File: config.mk
export PLATFORM = sky130hd
export DESIGN_NAME = fuzzify_seq
export DESIGN_NICKNAME = d
export VERILOG_FILES = /design/src/rtl/fuzzify_seq_pkg.sv /design/src/rtl/fuzzify_seq_trap.sv /design/src/rtl/fuzzify_seq.sv
export SDC_FILE = /design/constraint.sdc
export NUM_CORES = 1
export LEC_CHECK = 0
export CORE_ASPECT_RATIO = 0.8
export CORE_MARGIN = 5
export CORE_UTILIZATION = 50
export DETAILED_ROUTE_END_ITERATION = 10
export PLACE_DENSITY = 0.78
export SKIP_CTS_REPAIR_TIMING = 1
export SYNTH_ARGS = -nofsm -noshare
export SYNTH_HDL_FRONTEND = slang
export SYNTH_SLANG_ARGS = --single-unit
File: constraint.sdc
create_clock -name clk -period 133.3 [get_ports clk]
set_input_delay 39.99 -clock clk [delete_from_list [all_inputs] [get_ports clk]]
set_output_delay 39.99 -clock clk [all_outputs]
set_load 0.02 [all_outputs]
File: src/rtl/fuzzify_seq_pkg.sv
// Shared definitions for the fuzzification sequencer.
//   X_W    : crisp input width, signed Q7.0
//   MU_W   : membership degree width, Q1.15
//   MU_ONE : full membership (0x7FFF)
//   CFG_W  : config word width, {a,b,c,d}
//   fz_state_e : sequencer states FZ_IDLE/FZ_EVAL/FZ_DRAIN/FZ_DONE
//   mf_t   : one trapezoid MF, a in the top byte
package fuzzify_seq_pkg;
  localparam int X_W   = 8;
  localparam int MU_W  = 16;
  localparam int CFG_W = 32;
  localparam logic [MU_W-1:0] MU_ONE = 16'h7FFF;

  typedef enum logic [1:0] {FZ_IDLE, FZ_EVAL, FZ_DRAIN, FZ_DONE} fz_state_e;

  typedef struct packed {
    logic signed [X_W-1:0] a;
    logic signed [X_W-1:0] b;
    logic signed [X_W-1:0] c;
    logic signed [X_W-1:0] d;
  } mf_t;

  function automatic logic mf_ordered(mf_t m);
    return (m.a <= m.b) && (m.b <= m.c) && (m.c <= m.d);
  endfunction
endpackage

File: src/rtl/fuzzify_seq_trap.sv
// Combinational trapezoid membership evaluator.
//   x  : crisp input, signed Q7.0
//   mf : trapezoid corners a<=b<=c<=d
//   mu : membership degree, Q1.15, saturated to MU_ONE
module fuzzify_seq_trap
  import fuzzify_seq_pkg::*;
(
  input  logic signed [X_W-1:0] x,
  input  mf_t                   mf,
  output logic [MU_W-1:0]       mu
);
  logic signed [X_W:0] xe, ae, be, ce, de;
  logic [X_W:0]        num_d, den_d;
  logic [X_W+15:0]     num, den, q;

  // one extra bit so corner differences across the full signed range cannot wrap
  assign xe = {x[X_W-1], x};
  assign ae = {mf.a[X_W-1], mf.a};
  assign be = {mf.b[X_W-1], mf.b};
  assign ce = {mf.c[X_W-1], mf.c};
  assign de = {mf.d[X_W-1], mf.d};

  always_comb begin
    num_d = '0;
    den_d = '0;
    mu    = '0;
    if (x < mf.b) begin
      num_d = xe - ae;
      den_d = be - ae;
    end else begin
      num_d = de - xe;
      den_d = de - ce;
    end
    num = {num_d, 15'd0};
    // a zero divisor only arises from degenerate slopes; treat it as 1
    den = (den_d == '0) ? {{(X_W+15){1'b0}}, 1'b1} : {15'd0, den_d};
    q   = num / den;
    if (x <= mf.a || x >= mf.d)      mu = '0;
    else if (x >= mf.b && x <= mf.c) mu = MU_ONE;
    else if (|q[X_W+15:15])          mu = MU_ONE;
    else                             mu = q[MU_W-1:0];
  end
endmodule

File: src/rtl/fuzzify_seq.sv
// Fuzzification sequencer: sweeps one shared trapezoid evaluator across the
// NUM_MF stored membership functions for a latched crisp input and streams
// one mu per MF in index order.
//   clk, rst_n            : clock, async active-low reset (clears the table too)
//   start, x_in           : begin a sweep with x_in (accepted only when idle)
//   busy, done            : sweep in progress / one-cycle end-of-sweep pulse
//   mu_valid/mu_idx/mu_out: streamed membership results
//   cfg_we/cfg_addr/cfg_data, cfg_err : table write port, reject pulse
// Build option FUZZ_PIPE_EN: adds a register between the table read and the
// evaluator, delaying every mu_valid and done by one cycle.
module fuzzify_seq
  import fuzzify_seq_pkg::*;
#(
  parameter int NUM_MF = 4,
  parameter int IDX_W  = 2
)(
  input  logic                 clk,
  input  logic                 rst_n,
  input  logic                 start,
  input  logic [X_W-1:0]       x_in,
  output logic                 busy,
  output logic                 done,
  output logic                 mu_valid,
  output logic [IDX_W-1:0]     mu_idx,
  output logic [MU_W-1:0]      mu_out,
  input  logic                 cfg_we,
  input  logic [IDX_W-1:0]     cfg_addr,
  input  logic [CFG_W-1:0]     cfg_data,
  output logic                 cfg_err
);
`ifdef FUZZ_PIPE_EN
  localparam int STAGES = 2;
`else
  localparam int STAGES = 1;
`endif
  localparam logic [IDX_W-1:0] LAST = IDX_W'(NUM_MF - 1);

  fz_state_e                   state, state_nx;
  logic [IDX_W-1:0]            cnt;
  logic signed [X_W-1:0]       x_lat, x_ev;
  mf_t [NUM_MF-1:0]            tbl;
  mf_t                         mf_ev, cfg_mf;
  logic [STAGES:1]             vld_pipe;
  logic [STAGES:1][IDX_W-1:0]  idx_pipe;
  logic                        issue, ev_vld, wr_ok;
  logic [MU_W-1:0]             mu_ev;

  assign issue    = (state == FZ_EVAL);
  assign busy     = (state != FZ_IDLE);
  assign done     = (state == FZ_DONE);
  assign mu_valid = vld_pipe[STAGES];
  assign mu_idx   = idx_pipe[STAGES];
  assign cfg_mf   = mf_t'(cfg_data);
  // a write racing a start loses: the sweep must see a stable table
  assign wr_ok    = (state == FZ_IDLE) && !start && (int'(cfg_addr) < NUM_MF)
                    && mf_ordered(cfg_mf);

  always_ff @(posedge clk or negedge rst_n)
    if (!rst_n) state <= FZ_IDLE;
    else        state <= state_nx;

  always_comb begin
    state_nx = state;
    case (state)
      FZ_IDLE:  if (start) state_nx = FZ_EVAL;
      FZ_EVAL:  if (cnt == LAST) state_nx = FZ_DRAIN;
      FZ_DRAIN: if (mu_valid && mu_idx == LAST) state_nx = FZ_DONE;
      FZ_DONE:  state_nx = FZ_IDLE;
      default:  state_nx = FZ_IDLE;
    endcase
  end

  always_ff @(posedge clk or negedge rst_n)
    if (!rst_n) begin
      cnt   <= '0;
      x_lat <= '0;
    end else if (state == FZ_IDLE && start) begin
      cnt   <= '0;
      x_lat <= x_in;
    end else if (issue) begin
      cnt   <= cnt + 1'b1;
    end

  always_ff @(posedge clk or negedge rst_n)
    if (!rst_n) begin
      tbl     <= '0;
      cfg_err <= 1'b0;
    end else begin
      cfg_err <= cfg_we && !wr_ok;
      if (cfg_we && wr_ok) tbl[cfg_addr] <= cfg_mf;
    end

`ifdef FUZZ_PIPE_EN
  always_ff @(posedge clk or negedge rst_n)
    if (!rst_n) begin
      mf_ev <= '0;
      x_ev  <= '0;
    end else if (issue) begin
      mf_ev <= tbl[cnt];
      x_ev  <= x_lat;
    end
  assign ev_vld = vld_pipe[1];
`else
  assign mf_ev  = tbl[cnt];
  assign x_ev   = x_lat;
  assign ev_vld = issue;
`endif

  fuzzify_seq_trap u_trap (
    .x  (x_ev),
    .mf (mf_ev),
    .mu (mu_ev)
  );

  always_ff @(posedge clk or negedge rst_n)
    if (!rst_n) begin
      vld_pipe <= '0;
      idx_pipe <= '0;
      mu_out   <= '0;
    end else begin
      vld_pipe[1] <= issue;
      idx_pipe[1] <= cnt;
      for (int i = 2; i <= STAGES; i++) begin
        vld_pipe[i] <= vld_pipe[i-1];
        idx_pipe[i] <= idx_pipe[i-1];
      end
      if (ev_vld) mu_out <= mu_ev;
    end
endmodule

==> flow_summary.json, run 1 <==
{
  "status": "finished, final reports clean",
  "syn-instance-count": 2835,
  "syn_area_sq_um": 23000,
  "clock_sinks": 160,
  "crit_fanout": 35,
  "yosysWarningCount": 0,
  "postRouteAntennaNets": 0,
  "critPathBufInv": 12,
  "stdcell_area_sq_um": 24900,
  "antenna_cells": 0,
  "syn_nets": 3130,
  "fin_skew_ns": 0.0224,
  "dp_hpwl_mm": 56.4,
  "initialDrtViolationCount": 2482,
  "cp-start-kind": "flip-flop",
  "vias_per_cell": 6.63,
  "worstSetupPathType": "reg2reg",
  "cts_tree": "built",
  "cp-end-kind": "flip-flop",
  "overflow": 0,
  "clockRootBuffer": "clkbuf_16",
  "wl_per_cell_um": 21.4,
  "max_freq_mhz": 15.2,
  "fin_crit_sh_pct": 49.3,
  "min_path_type": "reg2reg",
  "rsz0062_at_grt": "false",
  "finalSetupTns_ns": 0,
  "relSlewSlack_pct": 16.9,
  "synth_edf_count": 0,
  "critPathTopFamily": "compound AO/OA/AOI/OAI gates",
  "cts.clk_slew.worst_paths_ns": 0.08,
  "std_cell_rows": 70,
  "crit_top_cell": "o21a_1",
  "setup_viol": 0,
  "cp.arrival_ns": 65.97,
  "die-area_sq_um": 50500,
  "worst_pin_slew_ns": 1.24,
  "critPathSlowestCell": "nor3_1",
  "postPlaceCellArea_sq_um": 24300,
  "fp.dieW_um": 250,
  "vias": 23073,
  "first_global_vias": 21882,
  "start_util_pct": 50.5,
  "ys_ff_latch": 160,
  "clock_latency_ns": 0.46,
  "syn_area_per_cell_sq_um": 8.13,
  "hold_viol": 0,
  "synth.distinct_cells": 138,
  "gp_congestion": 1.02,
  "antenna_found_initial": 0,
  "cap_violations": 0,
  "crit_required_ns": 133.62,
  "fin_crit_ns": 65.65,
  "grt_pass1_wl_mm": 118,
  "slew_violations": 0,
  "io_buffers": 67,
  "drive_gt1_share_pct": 11.2,
  "max_stage_delay_ns": 1.01,
  "die_h_um": 202,
  "async_flop_share_pct": 100,
  "ys.flop_type": "dfrtp_1",
  "cts_max_level": 4,
  "io_pins": 68,
  "cts_buffers": 17,
  "fin_nets": 3152,
  "drc": 0,
  "area.growth.synth_to_final_pct": 7.89,
  "grt_max_degree": 89,
  "core_region_area_sq_um": 45600,
  "clockBufferDepth": 2,
  "grt.total_usage_pct": 28.1,
  "dr.pass1.iters": 6,
  "wl_mm": 74.4,
  "yosysSeqAreaShare_pct": 17.4
}
## worst register-to-register path, delay by kind of cell (launching register included)
| kind | cells | cell delay, ns |
|---|---|---|
| AO/OA/AOI/OAI | 154 | 32.30 |
| buffers and inverters | 12 | 1.80 |
| adder cells (fa/ha/maj) | 25 | 7.72 |
| AND/OR/NAND/NOR | 77 | 21.82 |
| multiplexers | 3 | 1.41 |
| flip-flops | 1 | 0.35 |
| XOR/XNOR | 1 | 0.17 |
## cell usage after synthesis (7+ instances only)
master / n / area (sq um)
nand2_1: 249 / 935
ha_1: 244 / 3050
o21ai_0: 219 / 1100
nor2_1: 216 / 811
a21oi_1: 199 / 996
dfrtp_1: 160 / 4000
inv_1: 119 / 447
mux2_2: 109 / 1230
xnor2_1: 81 / 709
a21o_1: 77 / 578
nor3_1: 75 / 375
o21a_1: 69 / 518
nand3_1: 56 / 280
clkbuf_1: 55 / 206
nand4_1: 55 / 344
xor2_1: 54 / 473
nand2b_1: 50 / 313
nor2b_1: 48 / 300
or3_1: 41 / 257
o31ai_1: 39 / 293
mux4_2: 32 / 721
o211ai_1: 30 / 225
and2_1: 29 / 181
mux2i_1: 29 / 290
a31oi_1: 25 / 156
a211oi_1: 21 / 158
or2_2: 20 / 125
o21bai_1: 18 / 135
nor4_1: 17 / 106
and3_1: 16 / 100
o21ai_1: 16 / 80.1
a21boi_0: 15 / 113
o22ai_1: 15 / 93.8
buf_4: 14 / 105
o31a_1: 13 / 114
or4_1: 13 / 97.6
o221ai_1: 12 / 105
a211o_1: 11 / 96.3
and4_1: 11 / 96.3
buf_2: 9 / 45.0
nand3b_1: 8 / 60.1
o2bb2ai_1: 8 / 70.1
buf_1: 7 / 26.3
## cell families after synthesis
logic type / Yosys count / share of synthesized area (%)
AND/OR/NAND/NOR: 969 / 22.0
buffers and inverters: 214 / 3.92
flip-flops: 160 / 17.4
adder cells (fa/ha/maj): 249 / 13.7
AO/OA/AOI/OAI: 927 / 27.4
XOR/XNOR: 136 / 5.23
multiplexers: 180 / 10.4
## sequential cells by signal (all words and copies together) (netlist names)
| signal | count |
|---|---|
| mu_valid | 1 |
| mu_idx | 2 |
| cnt | 2 |
| tbl | 128 |
| cfg_err | 1 |
| mu_out | 16 |
| x_ev | 8 |
| state | 2 |
## final cells by class
| class | count | area (sq um) |
|---|---|---|
| Timing Repair Buffer | 93 | 867 |
| Inverter | 124 | 465 |
| Multi-Input combinational cell | 2461 | 18200 |
| Tap cell | 612 | 766 |
| Clock buffer | 20 | 447 |
| Clock inverter | 12 | 118 |
| Fill cell | 4166 | 20800 |
| Sequential cell | 160 | 4010 |
## routing by layer
metal	track usage [%]	share of wire, %	vias up
li1	-	-	10769
met1	41.0	46	11095
met2	43.2	43	1059
met3	5.20	8.3	150
met4	6.88	2.4	0
met5	0	0	-
## final timing paths
path	start	end	slack (ns)	depth (start not counted)
worst max-delay path	cnt[0]	mu_out[0]	67.65	272
worst max register to register	cnt[0]	mu_out[0]	67.65	272
max in group asynchronous	rst_n	cnt[0]	92.17	2
min in group asynchronous	rst_n	tbl[91]	39.61	1
worst min register to register	tbl[74]	tbl[74]	0.48	2
worst min-delay path	tbl[74]	tbl[74]	0.48	2
## stage by stage
stage	utilization, %	hold slack (ns)	worst slack, ns	std cells
after floorplan	-	0.376	76.20	2835
after global routing	54.5	0.506	62.48	3482
after global placement	53.2	0.457	71.82	3450
after detailed placement	53.2	0.467	69.00	3450
after CTS	54.5	0.483	68.73	3482
final	54.5	0.478	67.65	3482
## cell usage in the layout (no fill, tap or decap), types with 20 or more instances in the layout
cell type | synthesis | layout
a31oi_1 | 25 | 25
or2_2 | 20 | 20
o21a_1 | 69 | 69
inv_1 | 119 | 119
and2_1 | 29 | 29
mux2_2 | 109 | 109
o31ai_1 | 39 | 39
nand3_1 | 56 | 55
a21oi_1 | 199 | 199
clkdlybuf4s50_1 | 0 | 66
mux2i_1 | 29 | 26
nand2_1 | 249 | 249
xnor2_1 | 81 | 81
nand2b_1 | 50 | 50
xor2_1 | 54 | 54
buf_4 | 14 | 26
nor2_1 | 216 | 214
ha_1 | 244 | 244
mux4_2 | 32 | 32
dfrtp_1 | 160 | 159
or3_1 | 41 | 41
nor3_1 | 75 | 75
o211ai_1 | 30 | 30
nor2b_1 | 48 | 48
a211oi_1 | 21 | 21
nand4_1 | 55 | 55
o21ai_0 | 219 | 216
a21o_1 | 77 | 77
Power of run 1 is left out: the tool's default activity adds up to more than one toggle a clock period on the data nets, which glitch-free logic cannot reach.
==> run 2: changes to the inputs <==
--- a/config.mk
+++ b/config.mk
@@ -9,7 +9,7 @@
 export CORE_MARGIN = 5
 export CORE_UTILIZATION = 50
 export DETAILED_ROUTE_END_ITERATION = 10
-export PLACE_DENSITY = 0.78
+export PLACE_DENSITY = 0.8
 export SKIP_CTS_REPAIR_TIMING = 1
 export SYNTH_ARGS = -nofsm -noshare
 export SYNTH_HDL_FRONTEND = slang
==> constraint.sdc (replaced) <==
create_clock -name clk -period 53.4 [get_ports clk]
set_input_delay 16.02 -clock clk [delete_from_list [all_inputs] [get_ports clk]]
set_output_delay 16.02 -clock clk [all_outputs]
set_load 0.02 [all_outputs]
==> flow_summary.json, run 2 (synthesized netlist as in run 1, its figures left out) <==
{
  "fin_crit_ns": 51.68,
  "multi_input_area_sq_um": 19000,
  "gp_congestion": 0.995,
  "overflow": 0,
  "top_register": "tbl",
  "clockBufferDepth": 2,
  "critPathSlowestCell": "or4b_2",
  "cts_buffers": 17,
  "die_h_um": 202,
  "max_stage_delay_ns": 0.61,
  "core_region_area_sq_um": 45600,
  "status": "finished, final reports clean",
  "start_util_pct": 50.5,
  "fillCellCount": 3776,
  "io_buffers": 67,
  "crit_top_cell": "o21a_1",
  "relSlewSlack_pct": 10.2,
  "fin_skew_ns": 0.0216,
  "max_freq_mhz": 19.4,
  "largest_reg_flops": 128,
  "reg_top3": "tbl (128), mu_out (16), x_ev (8)",
  "cts_max_level": 4,
  "drive_gt1_share_pct": 22.2,
  "cp-start-kind": "flip-flop",
  "wl_per_cell_um": 21.6,
  "io_pins": 68,
  "instances_no_fill": 3699,
  "clockRootBuffer": "clkbuf_16",
  "crit_required_ns": 53.71,
  "fp.dieW_um": 250,
  "grt_max_degree": 87,
  "std_cell_rows": 70,
  "grt.total_usage_pct": 28.8,
  "postRouteAntennaNets": 0,
  "fin_nets": 3369,
  "cts.clk_slew.worst_paths_ns": 0.07,
  "layout_commonest_cell": "nand2_1",
  "antenna_found_initial": 0,
  "grt_pass1_wl_mm": 121,
  "dr.pass1.iters": 8,
  "worstSetupPathType": "reg2reg",
  "first_global_vias": 22615,
  "vias": 24580,
  "initialDrtViolationCount": 2734,
  "dp_hpwl_mm": 58.8,
  "slew_violations": 0,
  "worst_pin_slew_ns": 1.33,
  "cp.arrival_ns": 51.99,
  "clock_sinks": 160,
  "fin_crit_sh_pct": 96.8,
  "setup_viol": 0,
  "min_path_type": "reg2reg",
  "vias_per_cell": 6.65,
  "antenna_cells": 0,
  "clock_latency_ns": 0.46,
  "wl_mm": 80.0,
  "cts_tree": "built",
  "die-area_sq_um": 50500,
  "crit_fanout": 18,
  "dp.cells": 3563,
  "area.growth.synth_to_final_pct": 19.1,
  "regArea_sq_um": 4010,
  "cap_violations": 0,
  "final_cell_mix": "239 x nand2_1, 230 x ha_1, 227 x buf_4",
  "cp-end-kind": "flip-flop",
  "drc": 0,
  "hold_viol": 0
}
[run 2: final timing paths]
check                             start  cells past startpoint         to  slack (ns)
worst max-delay path             cnt[0]                    275  mu_out[0]        1.72
worst min-delay path            tbl[67]                      2    tbl[67]        0.48
worst max register to register   cnt[0]                    275  mu_out[0]        1.72
worst min register to register  tbl[67]                      2    tbl[67]        0.48
max in group asynchronous         rst_n                      2     cnt[0]       36.00
min in group asynchronous         rst_n                      1    tbl[83]       15.61
[run 2: metal layers]
metal / track usage [%] / wire length [um] / vias up
met5: 0 / 0 / -
met3: 5.84 / 8390 / 225
met4: 7.19 / 2370 / 0
li1: - / - / 11194
met1: 41.6 / 34200 / 11784
met2: 44.5 / 35000 / 1377
[run 2: area by class of cell]
type	count	area share (%)
well taps	612	2.79
multi-input cells	2463	69.4
inverters	124	1.70
clock inverters	15	0.711
clock buffers	17	1.55
flip-flops and latches	160	14.6
repair buffers	308	9.23
[run 2: through the flow]
step / utilization [%] / worst slack, ns / setup TNS (ns) / instance area [sq um] / hold slack (ns)
2_1_floorplan: - / 0.0287 / 0 / 23200 / 0.376
3_3_place_gp: 55.3 / 0.253 / 0 / 25200 / 0.457
3_5_place_dp: 55.3 / -2.14 / -2.42 / 25200 / 0.467
4_1_cts: 56.7 / -2.70 / -3.47 / 25900 / 0.482
5_1_grt: 60.1 / -0.997 / -0.997 / 27400 / 0.501
6_report: 60.1 / 1.72 / 0 / 27400 / 0.480
[run 2: worst max-delay path: cells and delay by family (launching register included)]
kind / cells / cell delay, ns
flops: 1 / 0.49
mux: 5 / 2.03
compound gates: 137 / 22.28
simple gates: 82 / 15.31
xor+xnor: 1 / 0.20
buf+inv: 25 / 3.46
fa+ha+maj: 25 / 7.68
Power of run 2 is left out for the same reason.
